--- src/rtl/add_sub_pipe.sv ---
// add_sub_pipe: pipelined two's-complement adder/subtractor for the EX-stage ALU.
// The carry chain is cut into STAGES slices of CH = WIDTH/STAGES bits. Stage k adds
// slice k and registers it, together with the full operands and the lower sum slices
// already produced (skew), so each slot carries its whole operation down the pipe.
// WIDTH must be a multiple of STAGES, and 1 <= STAGES <= WIDTH.
//
// Handshake (valid/ready): an item moves in when in_valid && in_ready and moves out
// when out_valid && out_ready. The whole pipe advances together whenever the output
// slot is empty or being drained (advance = !out_valid || out_ready), and
// in_ready = advance. On a stall every stage holds, so nothing is dropped, duplicated
// or reordered. Empty slots travel as valid=0 bubbles.
module add_sub_pipe #(
  parameter int WIDTH  = 64,
  parameter int STAGES = 4
) (
  input  logic             clk,
  input  logic             rst,
  input  logic             in_valid,
  output logic             in_ready,
  input  logic [WIDTH-1:0] in_a,
  input  logic [WIDTH-1:0] in_b,
  input  logic             in_sub,
  output logic             out_valid,
  input  logic             out_ready,
  output logic [WIDTH-1:0] out_sum,
  output logic             out_cout,
  output logic             out_ovf,
  output logic             out_zero
);

  localparam int CH = WIDTH / STAGES;

  // Per-stage registered slot contents. b_q already holds B' (inverted for SUB).
  logic             v_q [STAGES];
  logic [WIDTH-1:0] a_q [STAGES];
  logic [WIDTH-1:0] b_q [STAGES];
  logic [WIDTH-1:0] s_q [STAGES];
  logic             c_q [STAGES];
  logic             zero_q;

  // What each stage sees on its input side (stage 0: the ports, stage k: stage k-1).
  logic             src_v [STAGES];
  logic [WIDTH-1:0] src_a [STAGES];
  logic [WIDTH-1:0] src_b [STAGES];
  logic [WIDTH-1:0] src_s [STAGES];
  logic             src_c [STAGES];

  // Next-state of each stage after adding its own slice.
  logic [WIDTH-1:0] s_d [STAGES];
  logic             c_d [STAGES];
  logic             zero_d;
  logic [CH:0]      slice_sum;

  logic advance;

  assign advance  = !v_q[STAGES-1] || out_ready;
  assign in_ready = advance;

  // Route stage inputs and add one CH-bit slice per stage.
  always_comb begin
    slice_sum = '0;
    for (int k = 0; k < STAGES; k++) begin
      src_v[k] = 1'b0;
      src_a[k] = '0;
      src_b[k] = '0;
      src_s[k] = '0;
      src_c[k] = 1'b0;
      s_d[k]   = '0;
      c_d[k]   = 1'b0;
    end
    // SUB is A + ~B + 1: invert B once here and inject the +1 as stage 0 carry-in.
    src_v[0] = in_valid;
    src_a[0] = in_a;
    src_b[0] = in_sub ? ~in_b : in_b;
    src_s[0] = '0;
    src_c[0] = in_sub;
    for (int k = 1; k < STAGES; k++) begin
      src_v[k] = v_q[k-1];
      src_a[k] = a_q[k-1];
      src_b[k] = b_q[k-1];
      src_s[k] = s_q[k-1];
      src_c[k] = c_q[k-1];
    end
    for (int k = 0; k < STAGES; k++) begin
      slice_sum = {1'b0, src_a[k][k*CH +: CH]} + {1'b0, src_b[k][k*CH +: CH]}
                + {{CH{1'b0}}, src_c[k]};
      s_d[k]             = src_s[k];
      s_d[k][k*CH +: CH] = slice_sum[CH-1:0];
      c_d[k]             = slice_sum[CH];
    end
    zero_d = ~|s_d[STAGES-1];
  end

  // Shift the pipe on advance; slot data only loads for valid items so the output
  // slot keeps the last valid result and flags while bubbles pass through.
  always_ff @(posedge clk) begin
    if (rst) begin
      for (int k = 0; k < STAGES; k++) begin
        v_q[k] <= 1'b0;
        a_q[k] <= '0;
        b_q[k] <= '0;
        s_q[k] <= '0;
        c_q[k] <= 1'b0;
      end
      zero_q <= 1'b0;
    end else if (advance) begin
      for (int k = 0; k < STAGES; k++) begin
        v_q[k] <= src_v[k];
        if (src_v[k]) begin
          a_q[k] <= src_a[k];
          b_q[k] <= src_b[k];
          s_q[k] <= s_d[k];
          c_q[k] <= c_d[k];
        end
      end
      if (src_v[STAGES-1]) begin
        zero_q <= zero_d;
      end
    end
  end

  // Final-stage results. Overflow: operands A and B' agree in sign but the sum does not.
  // All final-stage registers reset to 0, so ovf reads 0 out of reset.
  assign out_valid = v_q[STAGES-1];
  assign out_sum   = s_q[STAGES-1];
  assign out_cout  = c_q[STAGES-1];
  assign out_zero  = zero_q;
  assign out_ovf   = (a_q[STAGES-1][WIDTH-1] == b_q[STAGES-1][WIDTH-1]) &&
                     (s_q[STAGES-1][WIDTH-1] != a_q[STAGES-1][WIDTH-1]);

endmodule

--- config.mk ---
export PLATFORM = sky130hd
export DESIGN_NAME = add_sub_pipe
export DESIGN_NICKNAME = d
export VERILOG_FILES = /design/src/rtl/add_sub_pipe.sv
export SDC_FILE = /design/constraint.sdc
export NUM_CORES = 1
export LEC_CHECK = 0
export CAP_MARGIN = 20
export CORE_UTILIZATION = 51
export DETAILED_ROUTE_END_ITERATION = 10
export PLACE_DENSITY = 0.76
export SETUP_SLACK_MARGIN = 0.3
export SLEW_MARGIN = 20
export SYNTH_ARGS = -nofsm -noshare
export SYNTH_HDL_FRONTEND = slang
export SYNTH_SLANG_ARGS = --single-unit
--- constraint.sdc ---
create_clock -name clk -period 3.3 [get_ports clk]
set_input_delay 0.495 -clock clk [delete_from_list [all_inputs] [get_ports clk]]
set_output_delay 0.495 -clock clk [all_outputs]
set_load 0.05 [all_outputs]
---- Word level (Yosys, flattened, before mapping) ----
Memories as Yosys holds them, arrays and structs flattened.
Index checks and enable logic that the tools add are counted.
storage, ports and cells
  flip-flop bits (word level) ............. 1
  bits in writable memories ............... 776
  bits of input ports ..................... 133
  output and inout bits ................... 69
  word-level logic and storage cells ...... 85
  memories kept ........................... 5
operators by class
  $add $sub $neg .......................... 8
  eq/ne operators ......................... 2
  muxes and demuxes ....................... 42
  bitwise operators ....................... 21
  reductions and logical operators ........ 6
memory list
  memory  words  width  read ports  clocked after memory_dff  wr ports  line  text
  a_q     4      64     4           0                         4         35    logic [WIDTH-1:0] a_q [STAGES];
  b_q     4      64     4           0                         4         36    logic [WIDTH-1:0] b_q [STAGES];
  s_q     4      64     4           0                         4         37    logic [WIDTH-1:0] s_q [STAGES];
  c_q     4      1      4           0                         4         38    logic c_q [STAGES];
  v_q     4      1      4           0                         4         34    logic v_q [STAGES];
operators with widths
  operator           number
  $mux 64            13
  $add 16x16->17     4
  $add 17x1->17      4
  $not 64->64        1
  $reduce_or 64->1   1
  $mux 1             29
  $or 1x1->1         20
  $logic_not 1->1    2
  $reduce_and 2->1   1
  $eq 1x1->1         1
  $logic_and 1x1->1  1
  $logic_or 1x1->1   1
  $ne 1x1->1         1

---- Depth between registers and ports, before layout ----
An unclocked memory read counts as a cell.
  depth after elaboration ................. 7
  gate-level depth with buffers ........... 12
  depth with buffers taken out ............ 12

---- Worst setup path before layout ----
Ideal clock, no wire load.
  path kind ............................... register to register
  from .................................... mem v_q[3]
  to ...................................... mem a_q[0][16] (enable)
  library setup time ...................... 471 ps
  data arrival time ....................... 3,423 ps
  data required time ...................... 2,829 ps
  path slack .............................. -595 ps
  cell stages (with the launch flop) ...... 4
  path buffers ............................ 1
  period minus slack after synthesis ...... 3,895 ps
  path through ............................ edfxtp_1 nand2b_1 buf_2 a21o_1
RTL lines
  item                line
  start: declaration  34
  end: declaration    35

==> out/metrics.cfg <==
[sta]
setup_viol=0
finalCriticalPeriod_ps=2950
worst_slew_pin_slew_ps=723
period_share_pct=89.3
fmaxAchievable_mhz=339
drv_slew=0
hold_violations=0
rsz0062_at_grt=yes
relSlewSlack_pct=51.8
postLayoutSetupSlackWorst_ps=352
skew_ps=13.8

[global_route]
grt_max_degree=114
grt_pass1_wl_mm=52.8
grt_pass1_vias=10300
grt_overflow_total=0
antenna_found_initial=0
track_usage_pct=20.1

[pwr]
p_leak_nw=8.62
switching_share_pct=24.2
combPwrFrac_pct=13.9
power.share.clock_pct=35.3
p_switching_mw=2.64
p_int_mw=8.24
p_per_area_mw_per_mm2=526
max-vdd-ir-drop_mv=0.348
seqPwrFrac_pct=50.7

[die]
num_rows=66
die_h_um=184
die_area_mm2=0.0337
core_mm2=0.0325
die_w_um=184
ios=202
start_util_pct=51.8

[min_path]
hold_path_class=reg -> reg
min-delay-start=a_q[0][59]
hold_depth=1
whs_endpoint=a_q[1][59]

[place]
dpl_cell_area_mm2=0.0194
place_ws_ps=-112
gp_congestion=0.878
hpwl_mm=23.5
portBuffers=201

[finish]
final_cell_mix=edfxtp_1, and3_1, clkdlybuf4s50_1
nets=1677
drive_above_1_share_pct=8.64
final_area_mm2=0.0207
area_growth_pct=23.0
diodes=0
final_common_cell=edfxtp_1
nFillCells=2344

[worst_setup_path]
cp.required_ps=3560
end_kind=register
reg2reg_to=c_q[1]
reg2reg_from=a_q[0][16]
r2r_slack_ps=350
reg2reg_depth=12
path_max_fanout=3
worstSetupStartpointType=register
crit_type=reg -> reg
arrival_ps=3210

[synthesis]
synth-async-reset-ratio_pct=0
synthFlopType=edfxtp_1
syn-cell-area_mm2=0.0168
ys_ff_latch=363
seq_area_frac_synth_pct=64.8
synth_edf_count=362
synthCells=1275
syn_nets=1475
ys_warn_count=0
synth.distinct_cells=63
synth.avg_cell_area_um2=13.2

[detailed_routing]
drc_errors=0
firstDrtPassIters=4
viasPerCell=5.43
drtIter0Drc=746
ant_nets=0
vias=10600
routedWlPerCell_um=17.3
wirelength_mm=33.7

[cts]
cts_hold_buf=0
cts.path.max_buffers=3
tritoncts=yes
cts_inserted_buffers=36
clock_sinks=363
cts_max_level=2
cts-root-buf=clkbuf_16
path_clk_slew_ps=60
clock_latency_ps=510

[run_status]
outcome=completed

[flow_run]
maxCapViolCount=0

-- power by group through the flow --
stage	Sequential, mW	Combinational (mW)	Clock, mW
detailed placement	5.61	1.47	0
global placement	5.60	1.43	0
finish	5.52	1.51	3.84
CTS	5.52	1.49	3.91
floorplan	5.74	0.820	0
global route	5.55	1.65	4.09
-- cells in the mapped netlist, types with 2 or more instances --
cell / number / share of area, %
buf_1: 6 / 0.13
mux2i_1: 6 / 0.36
ha_1: 60 / 4.5
nor2_1: 123 / 2.7
o21ai_1: 2 / 0.060
nand4_1: 4 / 0.15
or3_1: 5 / 0.19
a211oi_2: 2 / 0.15
a21o_1: 14 / 0.63
nor2b_1: 8 / 0.30
o21ai_0: 24 / 0.71
fa_1: 7 / 0.83
o21a_1: 11 / 0.49
clkbuf_1: 64 / 1.4
o2111ai_1: 5 / 0.26
nand2_1: 35 / 0.78
a211oi_1: 5 / 0.22
nand3_1: 10 / 0.30
and2_1: 8 / 0.30
xnor2_1: 68 / 3.5
edfxtp_1: 362 / 65
and3_1: 251 / 9.3
nor3_1: 22 / 0.66
inv_1: 29 / 0.65
or2_2: 3 / 0.11
o31ai_1: 2 / 0.089
a21oi_1: 33 / 0.98
xor2_1: 35 / 1.8
a311oi_1: 3 / 0.16
nor3b_1: 3 / 0.13
a31oi_1: 4 / 0.15
o21bai_1: 5 / 0.22
o211ai_1: 2 / 0.089
nand2b_1: 9 / 0.33
o31a_1: 6 / 0.31
nor4_1: 12 / 0.45
-- registers in the layout, indices dropped and copies added (netlist names) --
name / flops
v_q: 4
c_q: 4
b_q: 97
out_zero: 1
a_q: 97
s_q: 160
-- cell families after synthesis --
kind of cell / share of synthesized area [%]
AND/OR/NAND/NOR: 16.3
flip-flops: 64.8
AO/OA/AOI/OAI: 5.51
XOR/XNOR: 5.37
buffers and inverters: 2.29
adder cells (fa/ha/maj): 5.30
multiplexers: 0.424
-- through the flow --
step | total power [mW] | TNS, ps | hold WS, ps | std cells | utilization [%]
2_1_floorplan | 6.56 | 0 | 528 | 1275 | -
3_5_place_dp | 7.09 | -253 | 536 | 1876 | 59.7
4_1_cts | 10.9 | 0 | 548 | 1942 | 63.3
3_3_place_gp | 7.03 | -61.5 | 530 | 1876 | 59.7
6_report | 10.9 | 0 | 547 | 1946 | 63.7
5_1_grt | 11.3 | 0 | 559 | 1946 | 63.7
-- routing by layer --
metal | GRT usage [%] | wire length, µm | up-vias
li1 | - | - | 5135
met1 | 25.0 | 13600 | 5098
met2 | 36.0 | 17500 | 285
met3 | 2.60 | 1560 | 56
met4 | 6.90 | 1030 | 0
met5 | 0 | 0 | -
-- worst max-delay path by stage --
stage	end	slack (ps)	from	depth (start not counted)
6_report	c_q[1]	350	a_q[0][16]	12
5_1_grt	c_q[1]	250	b_q[0][16]	12
4_1_cts	c_q[1]	270	a_q[0][16]	12
3_5_place_dp	c_q[0]	-110	in_b[0]	11
3_3_place_gp	c_q[0]	-40	in_b[0]	11
2_1_floorplan	a_q[3][63]	350	v_q[3]	3
-- area by class of cell --
class                      count  area, µm²  area share, %
inverter                      29        109          0.527
sequential                   363      10900           52.7
multi-input combinational    811       5700           27.6
clock buffer                  46        981           4.75
clock inverter                19        130          0.630
timing repair buffer         236       2300           11.2
tap                          442        553           2.68
-- repair_timing --
action | 4_1_cts | 5_1_grt
setup buffers | 1 | 4
setup endpoints to repair | 7 | 11
pin swaps | 6 | 15
resized for setup | 5 | 21
-- critical path, cell delays in order (launching register included) --
cell       delay [ps]
edfxtp_1          380
inv_2              80
fa_2              210
inv_1              60
fa_2              350
a21o_1            190
a21o_1            190
a2111oi_4         420
nor3_2             90
nor3_2            310
o31ai_2           130
a211oi_1          220
nor2_1             70
Note: power is estimated with default switching activity, not from simulation.
